File: src/rtl/init_reset_sequencer.sv
// Fabric reset sequencer for the PolarFire SoC init monitor outputs.
// Synchronises the init/POR/lock status and releases a qualified, registered fabric reset.
module init_reset_sequencer #(
   parameter int unsigned SYNC_STAGES        = 2,
   parameter int unsigned LOCK_STABLE_CYCLES = 16,
   parameter int unsigned HOLD_CYCLES        = 32,
   parameter int unsigned TIMEOUT_CYCLES     = 1000000,
   parameter bit          REQUIRE_SRAM       = 1'b1
) (
   input  logic       clk_i,
   input  logic       reset_i,
   input  logic       fabric_por_n_i,
   input  logic       device_init_done_i,
   input  logic       sram_init_done_i,
   input  logic       usram_init_done_i,
   input  logic       pll_lock_i,
   input  logic       ext_rst_n_i,
   output logic       fabric_reset_n_o,
   output logic       init_complete_o,
   output logic       timeout_err_o,
   output logic [2:0] seq_state_o
);

   localparam int unsigned LW = $clog2(LOCK_STABLE_CYCLES + 1);
   localparam int unsigned HW = $clog2(HOLD_CYCLES + 1);
   localparam int unsigned TW = $clog2(TIMEOUT_CYCLES + 1);

   localparam logic [LW-1:0] LOCK_LAST = LW'(LOCK_STABLE_CYCLES - 1);
   localparam logic [HW-1:0] HOLD_LAST = HW'(HOLD_CYCLES - 1);
   localparam logic [TW-1:0] TMO_LAST  = TW'(TIMEOUT_CYCLES - 1);

   typedef enum logic [2:0] {
      ST_IDLE      = 3'd0,
      ST_WAIT_INIT = 3'd1,
      ST_WAIT_LOCK = 3'd2,
      ST_HOLD      = 3'd3,
      ST_RUN       = 3'd4,
      ST_ERROR     = 3'd5
   } state_t;

   state_t        state_q, state_d;
   logic [LW-1:0] lock_cnt_q, lock_cnt_d;
   logic [HW-1:0] hold_cnt_q, hold_cnt_d;
   logic [TW-1:0] tmo_cnt_q, tmo_cnt_d;
   logic          fabric_reset_n_q, fabric_reset_n_d;
   logic          init_complete_q, init_complete_d;
   logic          timeout_err_q, timeout_err_d;

   logic [5:0]    async_in;
   logic [5:0]    sync_q [SYNC_STAGES];
   logic          por_s, device_init_s, sram_s, usram_s, lock_s, ext_rst_n_s;
   logic          init_ok_s;
   logic          tmo_hit_s;
   logic [TW-1:0] tmo_inc_s;

   assign async_in = {ext_rst_n_i, pll_lock_i, usram_init_done_i,
                      sram_init_done_i, device_init_done_i, fabric_por_n_i};

   // Synchroniser chain shared by all six asynchronous status inputs
   always_ff @(posedge clk_i) begin
      if (reset_i) begin
         for (int i = 0; i < SYNC_STAGES; i++) begin
            sync_q[i] <= 6'b000000;
         end
      end else begin
         sync_q[0] <= async_in;
         for (int i = 1; i < SYNC_STAGES; i++) begin
            sync_q[i] <= sync_q[i-1];
         end
      end
   end

   assign por_s         = sync_q[SYNC_STAGES-1][0];
   assign device_init_s = sync_q[SYNC_STAGES-1][1];
   assign sram_s        = sync_q[SYNC_STAGES-1][2];
   assign usram_s       = sync_q[SYNC_STAGES-1][3];
   assign lock_s        = sync_q[SYNC_STAGES-1][4];
   assign ext_rst_n_s   = sync_q[SYNC_STAGES-1][5];

   assign init_ok_s = device_init_s & ((!REQUIRE_SRAM) | (sram_s & usram_s));
   assign tmo_hit_s = (tmo_cnt_q == TMO_LAST);
   // Saturating increment: the timeout counter must never wrap back to zero
   assign tmo_inc_s = tmo_hit_s ? tmo_cnt_q : (tmo_cnt_q + TW'(1'b1));

   // Next-state, counter and registered-output decode
   always_comb begin
      state_d          = state_q;
      lock_cnt_d       = lock_cnt_q;
      hold_cnt_d       = hold_cnt_q;
      tmo_cnt_d        = tmo_cnt_q;
      init_complete_d  = init_complete_q;
      timeout_err_d    = timeout_err_q;
      fabric_reset_n_d = 1'b0;

      if (!por_s || !ext_rst_n_s) begin
         state_d    = ST_IDLE;
         lock_cnt_d = {LW{1'b0}};
         hold_cnt_d = {HW{1'b0}};
         tmo_cnt_d  = {TW{1'b0}};
      end else begin
         case (state_q)
            ST_IDLE: begin
               state_d   = ST_WAIT_INIT;
               tmo_cnt_d = {TW{1'b0}};
            end
            ST_WAIT_INIT: begin
               if (tmo_hit_s) begin
                  state_d = ST_ERROR;
               end else begin
                  tmo_cnt_d = tmo_inc_s;
                  if (init_ok_s) begin
                     state_d    = ST_WAIT_LOCK;
                     lock_cnt_d = {LW{1'b0}};
                  end else begin
                     state_d = ST_WAIT_INIT;
                  end
               end
            end
            ST_WAIT_LOCK: begin
               if (tmo_hit_s) begin
                  state_d = ST_ERROR;
               end else begin
                  tmo_cnt_d = tmo_inc_s;
                  if (!lock_s) begin
                     lock_cnt_d = {LW{1'b0}};
                  end else if (lock_cnt_q == LOCK_LAST) begin
                     state_d    = ST_HOLD;
                     lock_cnt_d = {LW{1'b0}};
                     hold_cnt_d = {HW{1'b0}};
                  end else begin
                     lock_cnt_d = lock_cnt_q + LW'(1'b1);
                  end
               end
            end
            ST_HOLD: begin
               if (!lock_s) begin
                  state_d    = ST_WAIT_LOCK;
                  hold_cnt_d = {HW{1'b0}};
                  lock_cnt_d = {LW{1'b0}};
               end else if (hold_cnt_q == HOLD_LAST) begin
                  state_d    = ST_RUN;
                  hold_cnt_d = {HW{1'b0}};
               end else begin
                  hold_cnt_d = hold_cnt_q + HW'(1'b1);
               end
            end
            ST_RUN: begin
               if (!lock_s) begin
                  state_d    = ST_WAIT_LOCK;
                  tmo_cnt_d  = {TW{1'b0}};
                  lock_cnt_d = {LW{1'b0}};
               end else begin
                  state_d = ST_RUN;
               end
            end
            ST_ERROR: begin
               state_d = ST_ERROR;
            end
            default: begin
               state_d    = ST_IDLE;
               lock_cnt_d = {LW{1'b0}};
               hold_cnt_d = {HW{1'b0}};
               tmo_cnt_d  = {TW{1'b0}};
            end
         endcase
      end

      // Outputs follow the next state so they change on the same edge as SEQ_STATE
      fabric_reset_n_d = (state_d == ST_RUN);
      case (state_d)
         ST_IDLE: begin
            init_complete_d = 1'b0;
            timeout_err_d   = 1'b0;
         end
         ST_RUN: begin
            init_complete_d = 1'b1;
         end
         ST_ERROR: begin
            timeout_err_d = 1'b1;
         end
         default: begin
            init_complete_d = init_complete_q;
            timeout_err_d   = timeout_err_q;
         end
      endcase
   end

   // State, counter and output registers
   always_ff @(posedge clk_i) begin
      if (reset_i) begin
         state_q          <= ST_IDLE;
         lock_cnt_q       <= {LW{1'b0}};
         hold_cnt_q       <= {HW{1'b0}};
         tmo_cnt_q        <= {TW{1'b0}};
         fabric_reset_n_q <= 1'b0;
         init_complete_q  <= 1'b0;
         timeout_err_q    <= 1'b0;
      end else begin
         state_q          <= state_d;
         lock_cnt_q       <= lock_cnt_d;
         hold_cnt_q       <= hold_cnt_d;
         tmo_cnt_q        <= tmo_cnt_d;
         fabric_reset_n_q <= fabric_reset_n_d;
         init_complete_q  <= init_complete_d;
         timeout_err_q    <= timeout_err_d;
      end
   end

   assign fabric_reset_n_o = fabric_reset_n_q;
   assign init_complete_o  = init_complete_q;
   assign timeout_err_o    = timeout_err_q;
   assign seq_state_o      = state_q;

endmodule

File: config.mk
export PLATFORM = sky130hd
export DESIGN_NAME = init_reset_sequencer
export DESIGN_NICKNAME = d
export VERILOG_FILES = /design/src/rtl/init_reset_sequencer.sv
export SDC_FILE = /design/constraint.sdc
export NUM_CORES = 1
export LEC_CHECK = 0
export BUFFER_PORTS_ARGS = -buffer_cell sky130_fd_sc_hd__buf_2
export CAP_MARGIN = 20
export CORE_UTILIZATION = 60
export DETAILED_ROUTE_END_ITERATION = 10
export PLACE_DENSITY = 0.77
export SYNTH_ARGS = -nofsm -noshare
export SYNTH_HDL_FRONTEND = slang
export SYNTH_SLANG_ARGS = --single-unit
File: constraint.sdc
create_clock -name clk_i -period 4.1 [get_ports clk_i]
set_input_delay 1.025 -clock clk_i [delete_from_list [all_inputs] [get_ports clk_i]]
set_output_delay 1.025 -clock clk_i [all_outputs]
set_load 0.02 [all_outputs]
==> flow_metrics.env, run 1 <==
export IMPL_ir_drop_mv=0.351
export IMPL_clock_sinks=49
export IMPL_start_util_pct=64.9
export IMPL_fillerInstances=308
export IMPL_synth_compound_area_share_pct=13.9
export IMPL_met3_usage_pct=5.80
export IMPL_antenna_found_initial=0
export IMPL_synth_most_common_cell="dfxtp_1"
export IMPL_fin_cells=312
export IMPL_yosysWarnings=0
export IMPL_clockBufferDepth=2
export IMPL_setup_violations=0
export IMPL_grt_pass1_vias=1723
export IMPL_cp_data_arrival_time_ns=1.21
export IMPL_multi_input_area_um2=1200
export IMPL_crit_cells=1
export IMPL_critPathMaxStageDelay_ns=0.64
export IMPL_portBuffers=13
export IMPL_hold_viol_final=0
export IMPL_layout_drive_gt1_share_pct=12.0
export IMPL_grt_busiest_layer="met2"
export IMPL_groute_usage_overall_pct=23.2
export IMPL_syn_num_nets=266
export IMPL_min_period_ns=2.24
export IMPL_power_density_nw_per_um2=320
export IMPL_cts_setup_buffers=0
export IMPL_skew_ns=0.00505
export IMPL_num_rows=21
export IMPL_via_per_inst=5.81
export IMPL_combPwrFrac_pct=1.3
export IMPL_p_int_w=0.000607
export IMPL_status="completed"
export IMPL_synthAdderAreaFrac_pct=1.67
export IMPL_synthToLayoutAreaGrowth_pct=7.61
export IMPL_worstMarginPinSlew_ns=0.727
export IMPL_switching_share_pct=21.6
export IMPL_crit_chain="buf_2"
export IMPL_ys_ff_latch=49
export IMPL_firstDrtPassIters=4
export IMPL_synth_area_leader_cell="dfxtp_1"
export IMPL_synth_flop_cell="dfxtp_1"
export IMPL_power_switching_w=0.000168
export IMPL_synth_mux_area_share_pct=1.78
export IMPL_synth_avg_cell_area_um2=8.83
export IMPL_htree_levels=2
export IMPL_slew_headroom_pct=50.8
export IMPL_die_w_um=63.3
export IMPL_path_buf_inv=1
export IMPL_clk_latency_ns=0.30
export IMPL_syn_inst=255
export IMPL_cp_slowest_cell="dfxtp_1"
export IMPL_ff2ff_path_depth=6
export IMPL_dr_total_vias=1814
export IMPL_gp_congestion=0.849
export IMPL_critical_path_class="reg -> out"
export IMPL_fin_util_pct=69.9
export IMPL_cts_buffers=5
export IMPL_routed_wl_um=4180
export IMPL_overflow=0
export IMPL_route_detailed_drc=0
export IMPL_drt_initial_drc_count=162
export IMPL_root_buffer="clkbuf_8"
export IMPL_rsz0062_at_grt="no"
export IMPL_holdBufCountCts=0
export IMPL_diodes=0
export IMPL_cts_resized=0
export IMPL_cpLargestDelayFamily="flip-flops"
export IMPL_final_period_utilization_pct=54.5
export IMPL_synth_top_area_share_pct=43.6
export IMPL_synthTopCellsByCount="49 x dfxtp_1, 31 x nor2_1, 15 x a21oi_1, 15 x xnor2_1, 14 x o21ai_0"
export IMPL_synthesis_area_um2=2250
export IMPL_grt_use_met2_pct=37.2
export IMPL_startpoint_type="flop"
export IMPL_synthXorXnorAreaFrac_pct=5.83
export IMPL_tns_ns=0
export IMPL_gr_usage_met1_pct=30.4
export IMPL_yosysSeqAreaShare_pct=43.6
export IMPL_crit_path_max_fanout=15
export IMPL_final_nets=276
export IMPL_seqPwrFrac_pct=62.3
export IMPL_cts_clk_slew_worst_paths_ns=0.09
export IMPL_fmax_mhz=447
export IMPL_synth_simple_area_share_pct=30.2
export IMPL_grt_max_degree=21
export IMPL_dp_hpwl_um=2910
export IMPL_maxCapViolCount=0
export IMPL_ys_types=48
export IMPL_synth_edff_count=0
export IMPL_synth_top_family_by_area="simple AND/OR/NAND/NOR gates"
export IMPL_die_h_um=63.3
export IMPL_antenna_left=0
export IMPL_critPathRequiredTime_ns=3.07
export IMPL_die_area_um2=4000
export IMPL_dp_cells=304
export IMPL_slew_viol_final=0
export IMPL_ys_async_sr_fraction_pct=0
export IMPL_io_pins=14
export IMPL_whs_path_depth=1
export IMPL_endpoint_kind="primary output"
export IMPL_clkPwrFrac_pct=36.4
export IMPL_static_leakage_power_nw=0.822
export IMPL_coreArea_um2=3470
export IMPL_synth_top_cells_by_area="dfxtp_1 44%, xnor2_1 5.8%, nor2_1 5.2%"
export IMPL_cts_tree="yes"
export IMPL_wl_per_cell_um=13.4
export IMPL_seqCellArea_um2=981
export IMPL_grt_pass1_wl_um=7380
export IMPL_min_path_type="reg -> reg"
==> state kept, by name (all words and copies together) (netlist names) <==
signal,count
fabric_reset_n_o,1
hold_cnt_q,6
init_complete_o,1
lock_cnt_q,5
seq_state_o,3
sync_q,12
timeout_err_o,1
tmo_cnt_q,20
==> layout make-up <==
cell class | count | area share, %
Clock buffer | 5 | 2.84
Clock inverter | 3 | 0.929
Inverter | 5 | 0.774
Multi-Input combinational cell | 190 | 49.6
Sequential cell | 49 | 40.5
Tap cell | 46 | 2.37
Timing Repair Buffer | 14 | 2.99
==> worst reg2reg max path: stages, from the launching register on <==
cell	delay, ns
dfxtp_1	0.64
xnor2_1	0.18
nor2_1	0.07
and4_1	0.35
nor3_2	0.44
o21ai_0	0.15
a32o_1	0.28
==> cell usage in the layout (no fill, tap or decap), drive strengths merged, types with 6 or more instances in the layout <==
| cell | instances |
|---|---|
| or3 | 8 |
| dfxtp | 49 |
| nand3 | 10 |
| and3 | 6 |
| nor2b | 13 |
| nor3 | 10 |
| nor4b | 6 |
| nor2 | 31 |
| xnor2 | 15 |
| a21oi | 15 |
| o21ai | 14 |
| buf | 14 |
| nand2 | 13 |
==> kinds of logic (layout without fill, tap and decap cells) <==
| logic type | count (synthesis) | in the layout |
|---|---|---|
| AOI/OAI and AO/OA | 48 | 48 |
| muxes | 4 | 4 |
| buffers and inverters | 16 | 27 |
| xor gates and xnor gates | 15 | 15 |
| adders and majority gates | 3 | 3 |
| and+or+nand+nor | 120 | 120 |
| DFF | 49 | 49 |
==> metrics by stage <==
stage | cell area (um^2) | worst slack (ns) | hold WS, ns | total power [W]
2_1_floorplan | 2250 | 2.23 | 0.412 | 0.000500
3_3_place_gp | 2330 | 1.71 | 0.417 | 0.000504
3_5_place_dp | 2330 | 1.69 | 0.424 | 0.000504
4_1_cts | 2420 | 1.88 | 0.445 | 0.000778
5_1_grt | 2420 | 1.68 | 0.461 | 0.000799
6_report | 2420 | 1.86 | 0.440 | 0.000775
==> per-layer routing <==
metal | routed length [um] | vias to the layer above
li1 | - | 926
met1 | 2080 | 842
met2 | 1830 | 38
met3 | 207 | 8
met4 | 61 | 0
met5 | 0 | -
==> power groups by stage <==
| stage | logic, W | clock network (W) | registers, W |
|---|---|---|---|
| after floorplan | 0.00000634 | 0 | 0.000493 |
| after global placement | 0.00000993 | 0 | 0.000494 |
| after detailed placement | 0.0000103 | 0 | 0.000494 |
| after CTS | 0.0000103 | 0.000285 | 0.000483 |
| after global routing | 0.0000118 | 0.000304 | 0.000483 |
| final | 0.0000102 | 0.000282 | 0.000483 |
==> worst paths after layout <==
kind / start / end / slack, ns
max: seq_state_o[1]$_SDFF_PP0_ / seq_state_o[1] / 1.86
min: sync_q[0][3]$_SDFF_PP0_ / sync_q[0][9]$_SDFF_PP0_ / 0.44
max reg2reg: seq_state_o[1]$_SDFF_PP0_ / lock_cnt_q[2]$_SDFFE_PP0P_ / 1.89
min reg2reg: sync_q[0][3]$_SDFF_PP0_ / sync_q[0][9]$_SDFF_PP0_ / 0.44
Power figures use the tool's default switching activity.
==> inputs of run 2 (changes only) <==
--- a/config.mk
+++ b/config.mk
@@ -7,9 +7,9 @@
 export LEC_CHECK = 0
 export BUFFER_PORTS_ARGS = -buffer_cell sky130_fd_sc_hd__buf_2
 export CAP_MARGIN = 20
-export CORE_UTILIZATION = 60
+export CORE_UTILIZATION = 53
 export DETAILED_ROUTE_END_ITERATION = 10
-export PLACE_DENSITY = 0.77
+export PLACE_DENSITY = 0.72
 export SYNTH_ARGS = -nofsm -noshare
 export SYNTH_HDL_FRONTEND = slang
 export SYNTH_SLANG_ARGS = --single-unit
==> constraint.sdc (replaced) <==
create_clock -name clk_i -period 1.9 [get_ports clk_i]
set_input_delay 0.475 -clock clk_i [delete_from_list [all_inputs] [get_ports clk_i]]
set_output_delay 0.475 -clock clk_i [all_outputs]
set_load 0.02 [all_outputs]
==> flow_metrics.env, run 2 (synthesis results as in run 1) <==
export IMPL_crit_chain="buf_4 > nand4_1 > mux2i_1 > nor2_1 > a2111o_1 > o211ai_1 > o31ai_1"
export IMPL_slew_viol_final=0
export IMPL_coreArea_um2=4030
export IMPL_num_rows=23
export IMPL_via_per_inst=5.63
export IMPL_reg_top3="tmo_cnt_q: 20 flops, sync_q: 12 flops, hold_cnt_q: 6 flops"
export IMPL_largest_reg_flops=20
export IMPL_die_h_um=67.2
export IMPL_hold_viol_final=0
export IMPL_r2r_end="init_complete_o$_SDFFE_PP0P_"
export IMPL_p_int_w=0.00145
export IMPL_firstDrtPassIters=4
export IMPL_dp_cells=335
export IMPL_holdBufCountCts=0
export IMPL_cts_tree="yes"
export IMPL_endpoint_kind="flop"
export IMPL_gr_usage_met1_pct=29.7
export IMPL_synthToLayoutAreaGrowth_pct=22.0
export IMPL_crit_start="seq_state_o[0]$_SDFF_PP0_"
export IMPL_grt_pass1_vias=1726
export IMPL_regToRegSetupSlack_ns=0.07
export IMPL_slew_headroom_pct=72.0
export IMPL_groute_usage_overall_pct=22.6
export IMPL_endpoint="init_complete_o$_SDFFE_PP0P_"
export IMPL_min_path_type="in -> reg"
export IMPL_drt_initial_drc_count=160
export IMPL_static_leakage_power_nw=0.977
export IMPL_clkPwrFrac_pct=41.6
export IMPL_routed_wl_um=4700
export IMPL_clk_latency_ns=0.31
export IMPL_ff2ff_path_depth=7
export IMPL_setup_violations=0
export IMPL_final_period_utilization_pct=96.2
export IMPL_start_util_pct=55.9
export IMPL_cts_buffers=5
export IMPL_diodes=0
export IMPL_combPwrFrac_pct=1.4
export IMPL_cp_data_arrival_time_ns=2.03
export IMPL_power_switching_w=0.000380
export IMPL_crit_path_max_fanout=8
export IMPL_dp_hpwl_um=3200
export IMPL_root_buffer="clkbuf_8"
export IMPL_most_common_layout_cells="43 x dfxtp_1, 30 x nor2_1, 28 x buf_4"
export IMPL_route_detailed_drc=0
export IMPL_clock_sinks=49
export IMPL_grt_max_degree=21
export IMPL_grt_busiest_layer="met2"
export IMPL_overflow=0
export IMPL_cts_clk_slew_worst_paths_ns=0.10
export IMPL_min_from="usram_init_done_i"
export IMPL_antenna_found_initial=0
export IMPL_r2r_start="seq_state_o[0]$_SDFF_PP0_"
export IMPL_critPathMaxStageDelay_ns=0.46
export IMPL_fillerInstances=348
export IMPL_rsz0062_at_grt="yes"
export IMPL_final_nets=304
export IMPL_critPathRequiredTime_ns=2.11
export IMPL_die_area_um2=4510
export IMPL_switching_share_pct=20.8
export IMPL_layout_drive_gt1_share_pct=26.5
export IMPL_portBuffers=13
export IMPL_ir_drop_mv=0.454
export IMPL_skew_ns=0.0107
export IMPL_grt_use_met2_pct=33.0
export IMPL_antenna_left=0
export IMPL_final_common_cell="dfxtp_1"
export IMPL_dr_total_vias=1936
export IMPL_seqPwrFrac_pct=57.0
export IMPL_regMostFlops="tmo_cnt_q"
export IMPL_die_w_um=67.2
export IMPL_maxCapViolCount=0
export IMPL_power_density_nw_per_um2=665
export IMPL_wl_per_cell_um=13.7
export IMPL_min_period_ns=1.83
export IMPL_gp_congestion=0.919
export IMPL_cp_slowest_cell="dfxtp_1"
export IMPL_grt_pass1_wl_um=7550
export IMPL_fin_cells=344
export IMPL_io_pins=14
export IMPL_critical_path_class="reg -> reg"
export IMPL_htree_levels=2
export IMPL_fmax_mhz=547
export IMPL_met3_usage_pct=6.25
export IMPL_fin_util_pct=68.2
export IMPL_worstMarginPinSlew_ns=0.415
export IMPL_status="completed"
export IMPL_clockBufferDepth=2
export IMPL_startpoint_type="flop"
-- run 2: cell types whose count changed in the layout (fill, tap and decap cells not counted), sizes merged --
cell,change
clkinvlp,+1
bufinv,+1
buf,+28
clkinv,-2
-- run 2: power by group through the flow --
stage	sequential (W)	combinational [W]	clock, W
finish	0.00104	0.0000260	0.000759
global route	0.00104	0.0000286	0.000820
CTS	0.00104	0.0000263	0.000776
detailed placement	0.00107	0.0000263	0
global placement	0.00107	0.0000253	0
floorplan	0.00106	0.0000137	0
-- run 2: routing by layer --
layer	vias up	wire length, um	share of wire (%)
met5	-	0	0
met4	0	127	2.7
met3	12	190	4.0
met2	45	2040	43
met1	896	2350	50
li1	983	-	-
-- run 2: final cells by class --
type | count | area [um^2] | area share [%]
Multi-Input combinational cell | 190 | 1280 | 46.4
Tap cell | 50 | 62.6 | 2.28
Inverter | 5 | 18.8 | 0.683
Clock buffer | 5 | 68.8 | 2.50
Clock inverter | 3 | 46.3 | 1.68
Sequential cell | 49 | 988 | 36.0
Timing Repair Buffer | 42 | 287 | 10.4
-- run 2: per-stage QoR --
step	hold WS [ns]	instance area, um^2	power [W]	TNS [ns]	setup slack (ns)
6_report	0.375	2750	0.00183	0	0.0730
5_1_grt	0.364	2750	0.00189	-0.0609	-0.0609
4_1_cts	0.368	2660	0.00184	0	0.00826
3_5_place_dp	0.423	2540	0.00109	0	0.0269
3_3_place_gp	0.417	2540	0.00109	0	0.0481
2_1_floorplan	0.412	2250	0.00108	0	0.0417
-- run 2: worst min-delay path by stage --
stage,endpoint,slack [ns],cells past startpoint
floorplan,lock_cnt_q[4]$_SDFFE_PP0P_,0.41,2
global placement,sync_q[0][10]$_SDFF_PP0_,0.42,1
detailed placement,sync_q[0][9]$_SDFF_PP0_,0.42,1
CTS,sync_q[0][2]$_SDFF_PP0_,0.37,2
global route,sync_q[0][2]$_SDFF_PP0_,0.36,2
finish,sync_q[0][3]$_SDFF_PP0_,0.38,2
-- run 2: timing repair --
item	CTS	global route
endpoints found under the setup margin	0	22
hold endpoints to repair	0	0
buffers inserted	0	1
resized for setup	0	23
-- run 2: critical path, delay by kind of cell, from the launching register on --
family,cells,cell delay [ns]
buf+inv,1,0.19
simple gates,2,0.22
mux,1,0.18
flops,1,0.46
compound gates,3,0.68
==> inputs of run 3 (changes only) <==
--- a/config.mk
+++ b/config.mk
@@ -7,9 +7,10 @@
 export LEC_CHECK = 0
 export BUFFER_PORTS_ARGS = -buffer_cell sky130_fd_sc_hd__buf_2
 export CAP_MARGIN = 20
-export CORE_UTILIZATION = 53
+export CORE_UTILIZATION = 59
 export DETAILED_ROUTE_END_ITERATION = 10
-export PLACE_DENSITY = 0.72
+export PLACE_DENSITY = 0.76
+export REMOVE_ABC_BUFFERS = 1
 export SYNTH_ARGS = -nofsm -noshare
 export SYNTH_HDL_FRONTEND = slang
 export SYNTH_SLANG_ARGS = --single-unit
==> constraint.sdc (replaced) <==
create_clock -name clk_i -period 2 [get_ports clk_i]
set_input_delay 0.5 -clock clk_i [delete_from_list [all_inputs] [get_ports clk_i]]
set_output_delay 0.5 -clock clk_i [all_outputs]
set_load 0.02 [all_outputs]
==> flow_metrics.env, run 3 (synthesis results as in run 1) <==
export IMPL_hold_viol_final=0
export IMPL_drt_initial_drc_count=147
export IMPL_die_w_um=63.8
export IMPL_firstDrtPassIters=4
export IMPL_fmax_mhz=529
export IMPL_final_area_um2=2560
export IMPL_cts_tree="yes"
export IMPL_synthToLayoutAreaGrowth_pct=13.8
export IMPL_tns_ns=0
export IMPL_fin_util_pct=70.0
export IMPL_status="completed"
export IMPL_start_util_pct=61.5
export IMPL_endpoint_kind="flop"
export IMPL_static_leakage_power_nw=0.890
export IMPL_route_detailed_drc=0
export IMPL_p_int_w=0.00124
export IMPL_grt_max_degree=21
export IMPL_overflow=0
export IMPL_regToRegSetupSlack_ns=0.11
export IMPL_clkPwrFrac_pct=35.3
export IMPL_io_pins=14
export IMPL_startpoint_type="flop"
export IMPL_worstMarginPinSlew_ns=0.442
export IMPL_reg_top3="tmo_cnt_q: 20 flops, sync_q: 12 flops, hold_cnt_q: 6 flops"
export IMPL_final_nets=290
export IMPL_dp_cells=320
export IMPL_cp_data_arrival_time_ns=2.09
export IMPL_power_density_nw_per_um2=611
export IMPL_cts_buffers=5
export IMPL_cts_setup_buffers=0
export IMPL_regMostFlops="tmo_cnt_q"
export IMPL_root_buffer="clkbuf_8"
export IMPL_min_period_ns=1.89
export IMPL_gp_congestion=0.918
export IMPL_cts_clk_slew_worst_paths_ns=0.09
export IMPL_slew_viol_final=0
export IMPL_layout_drive_gt1_share_pct=19.3
export IMPL_fillerInstances=304
export IMPL_crit_path_max_fanout=5
export IMPL_coreArea_um2=3660
export IMPL_final_period_utilization_pct=94.5
export IMPL_clk_latency_ns=0.30
export IMPL_critPathRequiredTime_ns=2.20
export IMPL_htree_levels=2
export IMPL_ir_drop_mv=0.544
export IMPL_combPwrFrac_pct=1.4
export IMPL_die_h_um=63.8
export IMPL_dr_total_vias=1895
export IMPL_largest_reg_flops=20
export IMPL_fin_cells=328
export IMPL_final_common_cell="dfxtp_1"
export IMPL_min_path_type="in -> reg"
export IMPL_antenna_left=0
export IMPL_maxCapViolCount=0
export IMPL_antenna_found_initial=0
export IMPL_skew_ns=0.00772
export IMPL_via_per_inst=5.78
export IMPL_critical_path_class="reg -> reg"
export IMPL_diodes=0
export IMPL_place_area_um2=2440
export IMPL_holdBufCountCts=0
export IMPL_grt_pass1_wl_um=7510
export IMPL_routed_wl_um=4670
export IMPL_clockBufferDepth=2
export IMPL_dp_hpwl_um=3320
export IMPL_power_switching_w=0.000324
export IMPL_setup_violations=0
export IMPL_portBuffers=13
export IMPL_num_rows=22
export IMPL_clock_sinks=49
export IMPL_grt_pass1_vias=1749
export IMPL_switching_share_pct=20.7
export IMPL_cts_resized=0
export IMPL_slew_headroom_pct=70.3
export IMPL_groute_usage_overall_pct=23.3
export IMPL_most_common_layout_cells="47 x dfxtp_1, 31 x nor2_1, 15 x xnor2_1, 15 x a21oi_1, 15 x buf_4"
export IMPL_die_area_um2=4070
export IMPL_wl_per_cell_um=14.2
export IMPL_seqPwrFrac_pct=63.2
[run 3: cell count changes in the layout (fill, tap and decap cells not counted), moves of 2 or more]
| cell | previous run | this run |
|---|---|---|
| buf_4 | 28 | 15 |
| clkinv_2 | 0 | 2 |
| dfxtp_1 | 43 | 47 |
| dfxtp_2 | 6 | 2 |
| nor4b_1 | 2 | 4 |
[run 3: power groups by stage]
stage	combinational, W	sequential [W]	clock [W]
global placement	0.0000227	0.00101	0
floorplan	0.0000103	0.00101	0
finish	0.0000227	0.000990	0.000553
CTS	0.0000231	0.000990	0.000567
global route	0.0000246	0.000991	0.000608
detailed placement	0.0000231	0.00101	0
[run 3: critical path, cell delays in order (launching register included)]
cell	delay [ns]
dfxtp_1	0.33
ha_1	0.24
and4_1	0.22
and4_2	0.27
nor3_2	0.32
o21ai_0	0.14
a32o_1	0.27
[run 3: per-stage QoR]
stage | setup WS, ns | total power [W] | hold slack [ns]
2_1_floorplan | -0.386 | 0.00102 | 0.412
6_report | 0.109 | 0.00157 | 0.412
4_1_cts | 0.0104 | 0.00158 | 0.406
5_1_grt | -0.00278 | 0.00162 | 0.400
3_5_place_dp | 0.0227 | 0.00104 | 0.429
3_3_place_gp | 0.108 | 0.00103 | 0.418
[run 3: final cells by class]
| type | count | area [um^2] | area share [%] |
|---|---|---|---|
| multi-input cells | 190 | 1240 | 48.4 |
| flip-flops and latches | 49 | 983 | 38.4 |
| repair buffers | 28 | 178 | 6.93 |
| clock buffers | 6 | 72.6 | 2.83 |
| well taps | 48 | 60.1 | 2.34 |
| inverters | 5 | 18.8 | 0.732 |
| clock inverters | 2 | 10.0 | 0.390 |
[run 3: worst paths after layout]
check | start | cells past startpoint | to
min | sram_init_done_i | 2 | sync_q[0][2]$_SDFF_PP0_
min reg2reg | sync_q[0][0]$_SDFF_PP0_ | 1 | sync_q[0][6]$_SDFF_PP0_
max reg2reg | tmo_cnt_q[0]$_SDFFE_PP0P_ | 6 | lock_cnt_q[2]$_SDFFE_PP0P_
max | tmo_cnt_q[0]$_SDFFE_PP0P_ | 6 | lock_cnt_q[2]$_SDFFE_PP0P_
[run 3: routing by layer]
layer  track usage [%]  wire (um)  vias up
li1                  -          -      951
met1              29.8       2230      884
met2              39.0       2170       54
met3              5.36        207        6
met4              7.10         52        0
met5                 0          0        -
